File: src/rtl/point_pkg.sv
// Shared types and defaults for the point sequencer and its paired load_points.
package point_pkg;

    localparam int DEFAULT_N_POINTS     = 48;
    localparam int DEFAULT_LOAD_LATENCY = 2;

    typedef struct packed {
        logic [2:0][15:0] scalars;
        logic [3:0]       color;
    } point_t;

    typedef enum logic [1:0] {
        S_IDLE    = 2'd0,
        S_FETCH   = 2'd1,
        S_PRESENT = 2'd2,
        S_ADVANCE = 2'd3
    } seq_state_t;

endpackage

File: src/rtl/point_sequencer.sv
// Walks every load_points record once per frame and offers each one downstream.
// Handshake: point_valid_out stays high with data/index stable until a rising edge sees point_ready_in high.
module point_sequencer
    import point_pkg::*;
#(
    parameter int N_POINTS     = DEFAULT_N_POINTS,
    parameter int LOAD_LATENCY = DEFAULT_LOAD_LATENCY
) (
    input  logic                        clk_in,
    input  logic                        rst_in,
    input  logic                        frame_start_in,
    output logic                        next_point_out,
    input  logic [2:0][15:0]            point_scalars_in,
    input  logic [3:0]                  point_color_in,
    output logic                        point_valid_out,
    input  logic                        point_ready_in,
    output logic [2:0][15:0]            point_scalars_out,
    output logic [3:0]                  point_color_out,
    output logic [$clog2(N_POINTS)-1:0] point_index_out,
    output logic                        last_point_out,
    output logic                        busy_out,
    output logic                        frame_done_out,
    output logic                        frame_overrun_out,
    output seq_state_t                  state_out
);

    localparam int IDX_W = $clog2(N_POINTS);
    localparam int LAT_W = (LOAD_LATENCY > 1) ? $clog2(LOAD_LATENCY) : 1;
    localparam logic [IDX_W-1:0] LAST_IDX = IDX_W'(N_POINTS - 1);
    localparam logic [LAT_W-1:0] LAT_LAST = LAT_W'(LOAD_LATENCY - 1);

    seq_state_t       state_q, state_d;
    logic [IDX_W-1:0] idx_q, idx_d;
    logic [LAT_W-1:0] lat_q, lat_d;
    logic             pending_q, pending_d;
    point_t           data_q, data_d;
    logic             valid_q, valid_d;
    logic             last_q, last_d;
    logic             np_q, np_d;
    logic             done_q, done_d;
    logic             overrun_q, overrun_d;
    logic             busy_q, busy_d;

    always_ff @(posedge clk_in) begin
        if (rst_in) begin
            state_q   <= S_IDLE;
            idx_q     <= '0;
            lat_q     <= '0;
            pending_q <= 1'b0;
            data_q    <= '0;
            valid_q   <= 1'b0;
            last_q    <= 1'b0;
            np_q      <= 1'b0;
            done_q    <= 1'b0;
            overrun_q <= 1'b0;
            busy_q    <= 1'b0;
        end else begin
            state_q   <= state_d;
            idx_q     <= idx_d;
            lat_q     <= lat_d;
            pending_q <= pending_d;
            data_q    <= data_d;
            valid_q   <= valid_d;
            last_q    <= last_d;
            np_q      <= np_d;
            done_q    <= done_d;
            overrun_q <= overrun_d;
            busy_q    <= busy_d;
        end
    end

    always_comb begin
        state_d   = state_q;
        idx_d     = idx_q;
        lat_d     = lat_q;
        pending_d = pending_q;
        data_d    = data_q;
        valid_d   = valid_q;
        last_d    = last_q;
        np_d      = 1'b0;
        done_d    = 1'b0;
        overrun_d = 1'b0;

        // One frame request can queue behind the running pass; a further one is dropped.
        if (frame_start_in && state_q != S_IDLE) begin
            if (pending_q) overrun_d = 1'b1;
            else           pending_d = 1'b1;
        end

        case (state_q)
            S_IDLE: begin
                if (frame_start_in || pending_q) begin
                    state_d   = S_FETCH;
                    idx_d     = '0;
                    lat_d     = '0;
                    pending_d = 1'b0;
                end
            end
            S_FETCH: begin
                if (lat_q == LAT_LAST) begin
                    data_d.scalars = point_scalars_in;
                    data_d.color   = point_color_in;
                    valid_d        = 1'b1;
                    last_d         = (idx_q == LAST_IDX);
                    lat_d          = '0;
                    state_d        = S_PRESENT;
                end else begin
                    lat_d = lat_q + LAT_W'(1);
                end
            end
            S_PRESENT: begin
                if (point_ready_in) begin
                    valid_d = 1'b0;
                    last_d  = 1'b0;
                    np_d    = 1'b1;
                    done_d  = (idx_q == LAST_IDX);
                    state_d = S_ADVANCE;
                end
            end
            S_ADVANCE: begin
                lat_d = '0;
                if (idx_q == LAST_IDX) begin
                    idx_d   = '0;
                    state_d = S_IDLE;
                end else begin
                    idx_d   = idx_q + IDX_W'(1);
                    state_d = S_FETCH;
                end
            end
            default: state_d = S_IDLE;
        endcase

        busy_d = (state_d != S_IDLE);
    end

    assign next_point_out    = np_q;
    assign point_valid_out   = valid_q;
    assign point_scalars_out = data_q.scalars;
    assign point_color_out   = data_q.color;
    assign point_index_out   = idx_q;
    assign last_point_out    = last_q;
    assign busy_out          = busy_q;
    assign frame_done_out    = done_q;
    assign frame_overrun_out = overrun_q;
    assign state_out         = state_q;

endmodule
File: config.mk
export PLATFORM = sky130hd
export DESIGN_NAME = point_sequencer
export DESIGN_NICKNAME = d
export VERILOG_FILES = /design/src/rtl/point_pkg.sv /design/src/rtl/point_sequencer.sv
export SDC_FILE = /design/constraint.sdc
export NUM_CORES = 1
export LEC_CHECK = 0
export ABC_AREA = 0
export BUFFER_PORTS_ARGS = -buffer_cell sky130_fd_sc_hd__buf_4
export CAP_MARGIN = 20
export CORE_MARGIN = 3
export CORE_UTILIZATION = 51
export CTS_BUF_LIST = sky130_fd_sc_hd__clkbuf_8
export CTS_CLUSTER_DIAMETER = 100
export DETAILED_ROUTE_END_ITERATION = 7
export PLACE_DENSITY = 0.88
export SLEW_MARGIN = 20
export SYNTH_ARGS = -nofsm -noshare
export SYNTH_HDL_FRONTEND = slang
export SYNTH_SLANG_ARGS = --single-unit
File: constraint.sdc
create_clock -name clk_in -period 3 [get_ports clk_in]
set_input_delay 0.45 -clock clk_in [delete_from_list [all_inputs] [get_ports clk_in]]
set_output_delay 0.45 -clock clk_in [all_outputs]
set_load 0.1 [all_outputs]
Word level (Yosys, flattened, before mapping). Index checks and enable logic that the tools add are counted.

Register bits after elaboration: 68. Logic and storage cells: 62. Input bits: 56.

Add/subtract/negate cells: 2. Reductions and logical operators: 15. Equality and inequality tests: 7. Muxes and demuxes: 21. Bitwise logic cells: 3.

Operators with widths (number): 6-bit 2-to-1 mux (2); 6-bit case mux with 2 select lines (1); 1-bit 2-to-1 mux (11); 2-bit case mux with 4 select lines (1); 2-bit nonzero test (4); 6-bit by 1-bit adder with 6-bit output (second input constant) (1); 6-bit equality test (second input constant) (1); 2-bit 2-to-1 mux (3); 2-bit != test (second input constant) (3); 2-bit AND reduction (3); 2-bit equality test (second input constant) (2); 1-bit case mux with 2 select lines (2); 2-bit OR reduction (2); 1-bit NOT (3); 1-bit case mux with 3 select lines (1); 3-bit AND reduction (1); 3-bit nonzero test (1); 3-bit OR reduction (1); 2-bit by 1-bit equality test with 1-bit output (second input constant) (1); 2-bit logical NOT (1); 1-bit adder (second input constant) (1); 1-bit logical AND (1); 1-bit logical OR (1).

Depth between registers and ports, before layout. Gate-level depths: netlist of the first run.

Depth after elaboration: 5. Mapped depth: 6.

Least setup slack after synthesis of the first run. OpenSTA, ideal clock, no wires.

Kind: register -> register. Start: register idx_q[0], in the netlist point_index_out[0]. End: register idx_q[3], in the netlist point_index_out[3]. Buffers on the path: 0. Period minus slack after synthesis: 2148 ps. Cell stages (with the launch flop): 5. Data required time: 2878 ps. Setup slack: 852 ps. Arrival: 2026 ps. Cells stage by stage: dfxtp_1 -> ha_1 -> and4b_1 -> a211oi_1 -> a311o_1.

Longest elaborated chain between the ends: 3. Elaborated cells between the ends (all ways): 4. Classes of those cells: 1 x add/sub; 1 x eq/ne; 2 x mux.

Ends and longest elaborated chain: start: declaration (line point_sequencer.sv:33) `logic [IDX_W-1:0] idx_q, idx_d;`; start signal: assignment (line point_sequencer.sv:59) `idx_q <= idx_d;`; 6-bit by 1-bit adder with 6-bit output or 6-bit equality test (tied branches) (line point_sequencer.sv:126, point_sequencer.sv:122); 6-bit 2-to-1 mux * (line point_sequencer.sv:122) `if (idx_q == LAST_IDX) begin`; 6-bit case mux with 2 select lines * (line point_sequencer.sv:90) `case (state_q)`.

Mark *: on every way between the ends. The rest lies on a longest branch, timed or not. A chain may end at the register's enable or synchronous reset.

Worst setup path in the final report of the first run.
Start: register state_q[0], in the netlist state_out[0]. End: register data_q (netlist bit point_color_out[0]).

Longest elaborated chain between the ends: 2.

Ends and longest elaborated chain: start: declaration (line point_sequencer.sv:32) `seq_state_t state_q, state_d;`; start signal: assignment (line point_sequencer.sv:58) `state_q <= state_d;`; 2-bit by 1-bit equality test with 1-bit output (line point_sequencer.sv:90); 2-bit AND reduction (no source line); end signal: assignment (line point_sequencer.sv:62) `data_q <= data_d;`; end: declaration (line point_sequencer.sv:36) `point_t data_q, data_d;`.

No other way between the ends.

==> out/qor.yml, run 1 <==
synthArstFlopShare_pct: 0
end_kind: "flip-flop"
avgSynthCellArea_um2: 8.178
switchingPower_uw: 622.8
finalMaxSlewViolations: 0
min_path_cells: 3
crit_start: "state_out[0]"
slew_headroom_pct: 38.07
startpoint_type: "flip-flop"
cts_hold_buf: 0
gp_congestion: 0.7838
antenna-diode-count: 0
grt_overflow: 0
synthCells: 306
power_frac_clock_pct: 33.7
path_cells: "and3b_2 > nand2_1 > a21oi_1"
tightest_slew_ns: 0.9290
max_cap_viol_count: 0
insertion_delay_ns: 0.32
multi_input_area_um2: 1042
r2r_start: "state_out[0]"
die_w_um: 76.05
pwr-share-seq_pct: 46.6
pwr-share-comb_pct: 19.6
finClkSkew_ns: 0.005243
worstHoldEndpoint: "point_scalars_out[47]"
reg2reg_depth: 3
num_vias: 2490
core_um2: 4534
io_buffers: 121
switching_share_pct: 30.27
p_leak_nw: 1.533
fin_nets: 475
ir_drop_v: 0.0003053
cpPeakStageDelay_ns: 0.92
clockBufferDepth: 2
hold_viol: 0
dp_hpwl_um: 4582
cp.arrival_ns: 2.20
rsz0062_at_grt: "no"
yosys_warnings: 0
tritoncts: "yes"
clk_pin_slew_ns: 0.07
dr.pass1.iters: 4
regArea_um2: 1361
ys_seq_elements: 68
drc_errors: 0
crit_fanout: 54
crit_slowest_cell: "and3b_2"
grtUsageTotal_pct: 23.07
drive_gt1_share_pct: 32.46
cts_buffers: 9
start_util_pct: 55.19
synth-main-ff-cell: "dfxtp_1"
post_drt_wl_per_cell_um: 13.41
hp-class: "in2reg"
die_h_um: 76.05
dp_cells: 472
die-area_um2: 5783
grt_pass1_wl_um: 10960
cts.root.buffer_cell: "clkbuf_8"
setup_viol: 0
r2r_slack_ns: 1.05
cts_max_level: 3
grt_max_degree: 70
syn-cell-area_um2: 2502
clock-sinks: 68
status: "complete, no violations"
critical_path_class: "reg2reg"
vias_per_cell: 5.113
synth_cell_types: 34
r2r-end: "point_color_out[0]"
cts_resized: 0
io_pins: 122
min_from: "point_scalars_in[47]"
drt-total-wl_um: 6531
finalCriticalPeriod_ns: 1.951
timing.final.crit_share_pct: 65.04
dr.first_iter.drc_count: 177
cts_setup_buffers: 0
antenna_found_initial: 0
yosysSeqAreaShare_pct: 54.40
fin_setup_tns_ns: 0
drtAntennaViolNets: 0
fmax_ghz: 0.5125
p_int_mw: 1.435
syn_nets: 363
final_core_util_pct: 79.14
rows: 24
syn_to_final_growth_pct: 43.40
synth_edf_count: 0
num-fill-cells: 348
worstPathRequired_ns: 3.25
grt_pass1_vias: 2294
instances_no_fill: 487
power.density_nw_per_um2: 573.4
==> per-stage QoR <==
step | instance area [µm²] | power [mW] | hold WS [ns] | setup WS, ns
2_1_floorplan | 2502 | 1.267 | 0.4509 | 0.8515
3_3_place_gp | 3405 | 1.381 | 0.4422 | 1.097
3_5_place_dp | 3405 | 1.385 | 0.4466 | 1.054
4_1_cts | 3588 | 2.082 | 0.3489 | 1.042
5_1_grt | 3588 | 2.157 | 0.3456 | 0.8119
6_report | 3588 | 2.058 | 0.3663 | 1.049
==> logic make-up after synthesis <==
logic type	after synthesis	synth area share, %
muxes	1	0.4000
and+or+nand+nor	134	22.80
AOI/OAI and AO/OA	80	17.90
buffers and inverters	22	4.000
DFF	68	54.40
adders and majority gates	1	0.4999
==> Yosys cell counts, types with 2 or more instances <==
library cell / count / area, µm²
dfxtp_1: 68 / 1361
and3_1: 3 / 18.77
buf_2: 14 / 70.07
nand3_1: 5 / 25.02
nor2_1: 4 / 15.01
nor3_1: 2 / 10.01
buf_1: 2 / 7.510
clkbuf_1: 5 / 18.77
nand2_1: 106 / 397.9
nor4_1: 2 / 12.51
a211oi_1: 4 / 30.03
o21ai_0: 6 / 30.03
or2_1: 2 / 12.51
nand3b_1: 2 / 15.01
a21oi_1: 58 / 290.3
o211ai_1: 5 / 37.54
==> per-layer routing <==
layer  wire length [µm]  track usage (%)  up-vias
li1                   -                -     1248
met3                648            7.920        5
met2               3086            35.90      117
met4                 54            7.971        0
met5                  0                0        -
met1               2742            29.98     1120
==> worst max-delay path by stage <==
| stage | end | slack (ns) |
|---|---|---|
| after floorplan | point_index_out[3] | 0.85 |
| after global placement | last_point_out | 1.10 |
| after detailed placement | point_color_out[0] | 1.05 |
| after CTS | point_color_out[0] | 1.04 |
| after global routing | point_color_out[0] | 0.81 |
| final | point_color_out[0] | 1.05 |
==> final cells by class <==
class | instances | area share [%]
well taps | 65 | 2.266
multi-input cells | 216 | 29.04
clock inverters | 5 | 1.290
repair buffers | 122 | 25.52
flip-flops and latches | 68 | 37.94
clock buffers | 10 | 3.835
inverters | 1 | 0.1046
==> cells in the final DEF, fill, tap and decap left out, drive strengths merged <==
| master | count |
|---|---|
| mux2i | 1 |
| o31ai | 1 |
| bufinv | 1 |
| a211o | 1 |
| o211ai | 5 |
| o21a | 1 |
| o211a | 1 |
| or2 | 2 |
| a311o | 1 |
| and3b | 1 |
| or4 | 1 |
| a31oi | 1 |
| nand3b | 2 |
| and3 | 3 |
| nor2b | 1 |
| a21oi | 58 |
| inv | 4 |
| dfxtp | 68 |
| clkbuf | 10 |
| a32o | 1 |
| nor3 | 2 |
| nor4 | 2 |
| or3b | 1 |
| clkinv | 1 |
| nor2 | 4 |
| ha | 1 |
| nand2b | 1 |
| a211oi | 4 |
| and4b | 1 |
| nand2 | 107 |
| o21ai | 6 |
| nor4bb | 1 |
| nand3 | 5 |
| buf | 122 |
==> power by group through the flow <==
stage / sequential, mW / clock [mW] / combinational [mW]
after floorplan: 1.18 / 0 / 0.0914
after global placement: 0.978 / 0 / 0.403
after detailed placement: 0.980 / 0 / 0.405
after CTS: 0.960 / 0.717 / 0.406
after global routing: 0.964 / 0.767 / 0.426
final: 0.960 / 0.694 / 0.404
==> registers in the layout, summed over array words and instances (netlist names) <==
signal             cells
busy_out               1
point_scalars_out     48
point_index_out        6
next_point_out         1
last_point_out         1
frame_done_out         1
frame_overrun_out      1
lat_q                  1
pending_q              1
state_out              2
point_valid_out        1
point_color_out        4
==> critical path, delay by kind of cell (launching register included) <==
family | cells | cell delay (ns)
AOI/OAI and AO/OA | 1 | 0.17
DFF | 1 | 0.65
and+or+nand+nor | 2 | 1.06
(Power assumes the default switching activity.)
==> run 2, diff against run 1 <==
- ABC_AREA: 0 -> 1
- CORE_UTILIZATION: 51 -> 43
- PLACE_DENSITY: 0.88 -> 0.79
- clock period: 3 -> 1.7 ns (I/O delays scaled with it)
==> out/qor.yml, run 2 <==
drc_errors: 0  # unchanged
yosys_warnings: 0  # unchanged
antenna_found_initial: 0  # unchanged
synth_common_cells: "128 x nand2_1, 68 x dfxtp_1, 63 x a21oi_1, 9 x inv_1"
timing.final.crit_share_pct: 77.01  # +12 points
num_vias: 2421  # -2.8%
dp_slack_ns: 0.3842  # -0.6698 ns
ys_seq_elements: 68  # unchanged
insertion_delay_ns: 0.32  # about the same
worstSetupEndpoint: "busy_out"
path_cells: "ha_1 > nand3_1 > nor2_2 > nor2_2 > nor2_1 > nand2_1 > nand2_1 > nand2_1"
grt_overflow: 0  # unchanged
die-area_um2: 6764  # +17%
avgSynthCellArea_um2: 7.911  # -3.3%
synth.area.top_cells: "dfxtp_1 54%, nand2_1 19%, a21oi_1 13%, buf_6 3.2%, buf_4 1.5%"
finalInstanceArea_um2: 3583  # -0.14%
pwr-share-seq_pct: 44.3  # -2.3 points
synth-main-ff-cell: "dfxtp_1"
gp_congestion: 0.7703  # -1.7%
dp_hpwl_um: 4426  # -3.4%
fin_nets: 491  # +3.4%
cts_hold_buf: 0  # unchanged
fmax_ghz: 0.7638  # +49%
cts_buffers: 9  # unchanged
clk_pin_slew_ns: 0.07  # about the same
r2r-end: "busy_out"
final_common_cell: "nand2_1"
path_common_cell: "nand2_1"
synthArstFlopShare_pct: 0  # unchanged
instances_no_fill: 511  # +4.9%
dp_cells: 495  # +4.9%
crit_fanout: 7  # -87%
synth_top_area_share_pct: 54.45  # +0.054 points
core_um2: 5574  # +23%
grt_pass1_vias: 2196  # -4.3%
grtUsageTotal_pct: 18.88  # -4.2 points
grt_max_degree: 43  # -39%
clock-sinks: 68  # unchanged
hp-class: "in2reg"
drtAntennaViolNets: 0  # unchanged
rows: 27  # +13%
hold_viol: 0  # unchanged
finalMaxSlewViolations: 0  # unchanged
ir_drop_v: 0.0006384  # +110%
startpoint_type: "flip-flop"
multi_input_area_um2: 953.4  # -8.5%
syn-cell-area_um2: 2500  # about the same
worstPathRequired_ns: 1.92  # -1.33 ns
final_cell_mix: "128 x nand2_1, 126 x buf_4, 63 x a21oi_1"
detailed_place.area_um2: 3402  # about the same
antenna-diode-count: 0  # unchanged
syn_nets: 373  # +2.8%
syn_to_final_growth_pct: 43.34  # about the same
rsz0062_at_grt: "no"
regArea_um2: 1371  # +0.74%
clockBufferDepth: 2  # unchanged
start_util_pct: 44.85  # -10 points
grt_pass1_wl_um: 9908  # -9.6%
yosysSeqAreaShare_pct: 54.45  # +0.054 points
cp_top_family: "simple AND/OR/NAND/NOR gates"
post-synth-top-count-cell: "nand2_1"
r2r_slack_ns: 0.39  # -0.66 ns
slew_headroom_pct: 71.93  # +34 points
fin_setup_tns_ns: 0  # unchanged
switching_share_pct: 34.62  # +4.4 points
cts_setup_buffers: 0  # unchanged
vias_per_cell: 4.738  # -7.3%
status: "complete, no violations"
die_h_um: 82.25  # +8.2%
largest_reg_flops: 48  # unchanged
synth_cell_types: 23  # -32%
drt-total-wl_um: 6236  # -4.5%
finClkSkew_ns: 0.006071  # +0.0008276 ns
r2r_start: "point_index_out[0]"
crit_buf_inv: 0  # unchanged
dr.pass1.iters: 4  # unchanged
synth_area_leader_cell: "dfxtp_1"
p_total_mw: 3.917  # +90%
cp.arrival_ns: 1.53  # -0.67 ns
p_leak_nw: 1.550  # +1.1%
switchingPower_mw: 1.356  # +120%
power_frac_clock_pct: 29.9  # -3.8 points
critical_path_class: "reg2reg"
cts_max_level: 3  # unchanged
num-fill-cells: 505  # +45%
cp.depth: 8  # +5
cts.root.buffer_cell: "clkbuf_8"
crit_start: "point_index_out[0]"
synthCells: 316  # +3.3%
power.density_nw_per_um2: 1093  # +91%
drive_gt1_share_pct: 35.08  # +2.6 points
p_int_mw: 2.561  # +78%
tritoncts: "yes"
pwr-share-comb_pct: 25.8  # +6.2 points
end_kind: "flip-flop"
die_w_um: 82.25  # +8.2%
max_cap_viol_count: 0  # unchanged
io_buffers: 121  # unchanged
cpPeakStageDelay_ns: 0.38  # -0.54 ns
setup_viol: 0  # unchanged
crit_slowest_cell: "dfxtp_2"
post_drt_wl_per_cell_um: 12.20  # -9.0%
cts_resized: 0  # unchanged
synth_edf_count: 0  # unchanged
dr.first_iter.drc_count: 64  # -64%
reg2reg_depth: 8  # +5
io_pins: 122  # unchanged
finalCriticalPeriod_ns: 1.309  # -0.6418 ns
tightest_slew_ns: 0.4211  # -0.5079 ns
setup_ws_ns: 0.3907  # -0.6582 ns
## run 2: how the worst min path moves through the flow
| stage | cells past startpoint | slack (ns) | startpoint | endpoint |
|---|---|---|---|---|
| global route | 3 | 0.17 | point_scalars_in[32] | point_scalars_out[32] |
| floorplan | 2 | 0.40 | point_color_in[0] | point_color_out[0] |
| global placement | 2 | 0.45 | point_valid_out | point_valid_out |
| detailed placement | 2 | 0.46 | point_scalars_out[45] | point_scalars_out[45] |
| finish | 3 | 0.19 | point_scalars_in[26] | point_scalars_out[26] |
| CTS | 3 | 0.17 | point_scalars_in[26] | point_scalars_out[26] |
## run 2: worst min-delay path: cells and delay by family
family	cells	cell delay, ns
compound gates	1	0.10
buf+inv	1	0.08
simple gates	1	0.04
## run 2: power by group through the flow
stage                     sequential, mW  clock (mW)  combinational (mW)
after detailed placement            1.77           0                1.02
final                               1.74        1.17                1.01
after CTS                           1.74        1.21                1.02
after global routing                1.75        1.29                1.07
after floorplan                     2.29           0               0.259
after global placement              1.77           0                1.01
## run 2: kinds of logic (layout without fill, tap and decap cells)
group / count (synthesis) / after routing / synth area share [%]
AND/OR/NAND/NOR: 149 / 149 / 23.62
adder cells (fa/ha/maj): 1 / 1 / 0.5004
AO/OA/AOI/OAI: 67 / 67 / 13.66
buffers and inverters: 30 / 153 / 7.408
flip-flops: 68 / 68 / 54.45
XOR/XNOR: 1 / 1 / 0.3504
## run 2: layout make-up
type                            instances  area share (%)
Clock buffer                           12           4.609
Clock inverter                          4          0.4539
Inverter                               11           1.152
Multi-Input combinational cell        218           26.61
Sequential cell                        68           38.27
Tap cell                               72           2.514
Timing Repair Buffer                  126           26.40
## run 2: layer usage
| layer | track usage (%) | vias to the layer above | part of all wire, % |
|---|---|---|---|
| li1 | - | 1247 | - |
| met1 | 22.07 | 1091 | 42 |
| met2 | 31.65 | 77 | 50 |
| met3 | 5.748 | 6 | 7.4 |
| met4 | 8.472 | 0 | 1.1 |
| met5 | 0 | - | 0 |
## run 2: metrics by stage
| step | utilization (%) | hold slack (ns) |
|---|---|---|
| 3_5_place_dp | 61.03 | 0.4554 |
| 2_1_floorplan | - | 0.3979 |
| 6_report | 64.29 | 0.1858 |
| 3_3_place_gp | 61.03 | 0.4516 |
| 4_1_cts | 64.29 | 0.1703 |
| 5_1_grt | 64.29 | 0.1729 |
==> run 3, diff against run 2 <==
- CORE_UTILIZATION: 43 -> 47
- PLACE_DENSITY: 0.79 -> 0.82
- clock period: 1.7 -> 1.3 ns (I/O delays scaled with it)
==> out/qor.yml, run 3 (synthesis results as in run 2) <==
hp-class: "in2reg"
finClkSkew_ns: 0.008065  # +0.001994 ns
max_cap_viol_count: 0  # unchanged
core_um2: 4942  # -11%
rows: 25  # -7.4%
grt_max_degree: 36  # -16%
detailed_place.area_um2: 3471  # +2.0%
setup_viol: 0  # unchanged
clock-sinks: 68  # unchanged
largest_reg_flops: 48  # unchanged
die-area_um2: 6230  # -7.9%
finalCriticalPeriod_ns: 1.242
insertion_delay_ns: 0.33  # about the same
drtAntennaViolNets: 0  # unchanged
crit_fanout: 9  # +2
io_pins: 122  # unchanged
finalMaxSlewViolations: 0  # unchanged
power.density_nw_per_um2: 1451  # +33%
final_common_cell: "nand2_1"
finalInstanceArea_um2: 3685  # +2.8%
cp_top_family: "flip-flops"
slew_headroom_pct: 75.92  # +4.0 points
clockBufferDepth: 2  # unchanged
grtUsageTotal_pct: 21.29  # +2.4 points
grt_pass1_wl_um: 10510  # +6.1%
path_cells: "buf_4"
status: "complete, no violations"
ir_drop_v: 0.0008176  # +28%
cts_resized: 0  # unchanged
io_buffers: 121  # unchanged
drc_errors: 0  # unchanged
end_kind: "primary output"
clk_pin_slew_ns: 0.07  # about the same
cpPeakStageDelay_ns: 0.41  # +0.03 ns
fmax_ghz: 0.8049
start_util_pct: 50.58  # +5.7 points
startpoint_type: "flip-flop"
syn_to_final_growth_pct: 47.40
cts.root.buffer_cell: "clkbuf_8"
antenna_found_initial: 0  # unchanged
crit_slowest_cell: "dfxtp_4"
fin_nets: 492  # +0.20%
cts_hold_buf: 0  # unchanged
drive_gt1_share_pct: 36.14  # +1.1 points
timing.final.crit_share_pct: 95.56
cp.arrival_ns: 1.05  # -0.48 ns
p_leak_nw: 1.567  # +1.1%
rsz0062_at_grt: "no"
post_drt_wl_per_cell_um: 12.79  # +4.8%
num_vias: 2469  # +2.0%
grt_pass1_vias: 2294  # +4.5%
die_w_um: 78.93  # -4.0%
grt_overflow: 0  # unchanged
crit_buf_inv: 1  # +1
dr.pass1.iters: 4  # unchanged
cts_setup_buffers: 0  # unchanged
dr.first_iter.drc_count: 101  # +58%
tritoncts: "yes"
drt-total-wl_um: 6486  # +4.0%
die_h_um: 78.93  # -4.0%
gp_congestion: 0.8506  # +10%
final_cell_mix: "128 x nand2_1, 124 x buf_4, 63 x a21oi_1"
vias_per_cell: 4.870  # +2.8%
worstPathRequired_ns: 1.11  # -0.81 ns
cts_max_level: 3  # unchanged
critical_path_class: "reg2out"
hold_viol: 0  # unchanged
antenna-diode-count: 0  # unchanged
cts_buffers: 9  # unchanged
tightest_slew_ns: 0.3575  # -0.06361 ns
fin_setup_tns_ns: 0  # unchanged
dp_hpwl_um: 4599  # +3.9%
==> run 3: path summary, 6_finish.rpt <==
check	from	endpoint	slack [ns]	depth (start not counted)
worst min register to register	point_scalars_out[40]	point_scalars_out[40]	0.47	2
worst max-delay path	state_out[0]	state_out[0]	0.06	1
worst min-delay path	rst_in	point_index_out[4]	0.11	2
worst max register to register	point_index_out[0]	busy_out	0.12	8
==> run 3: cell type report <==
type | instances | area (µm²)
Fill cell | 394 | 1257
Clock inverter | 5 | 50.05
Clock buffer | 11 | 151.4
Timing Repair Buffer | 127 | 973.4
Multi-Input combinational cell | 218 | 996.0
Inverter | 11 | 41.29
Sequential cell | 68 | 1389
Tap cell | 67 | 83.83
==> run 3: through the flow <==
stage / std cells / hold WS (ns) / worst slack [ns] / total power [mW] / utilization [%]
after detailed placement: 491 / 0.4551 / 0.06214 / 3.658 / 70.23
after global routing: 507 / 0.1003 / 0.006265 / 5.573 / 74.56
after global placement: 491 / 0.4467 / 0.1207 / 3.647 / 70.23
after CTS: 507 / 0.09339 / 0.03573 / 5.387 / 74.30
final: 507 / 0.1142 / 0.05767 / 5.348 / 74.56
after floorplan: 316 / 0.3379 / -0.08129 / 3.331 / -
==> run 3: layer usage <==
layer  vias to the layer above  part of all wire [%]  GRT usage (%)
met3                         4                   9.4          7.029
met5                         -                     0              0
met4                         0                  0.68          9.794
met1                      1106                    44          25.23
li1                       1252                     -              -
met2                       107                    46          34.97
==> run 3: power breakdown <==
part	leakage (nW)	total (mW)	internal, mW	switching (mW)
Combinational	0.900	1.35	0.342	1.00
Clock	0.111	1.74	0.979	0.756
Sequential	0.555	2.27	2.19	0.0799
Total	1.57	5.35	3.51	1.84
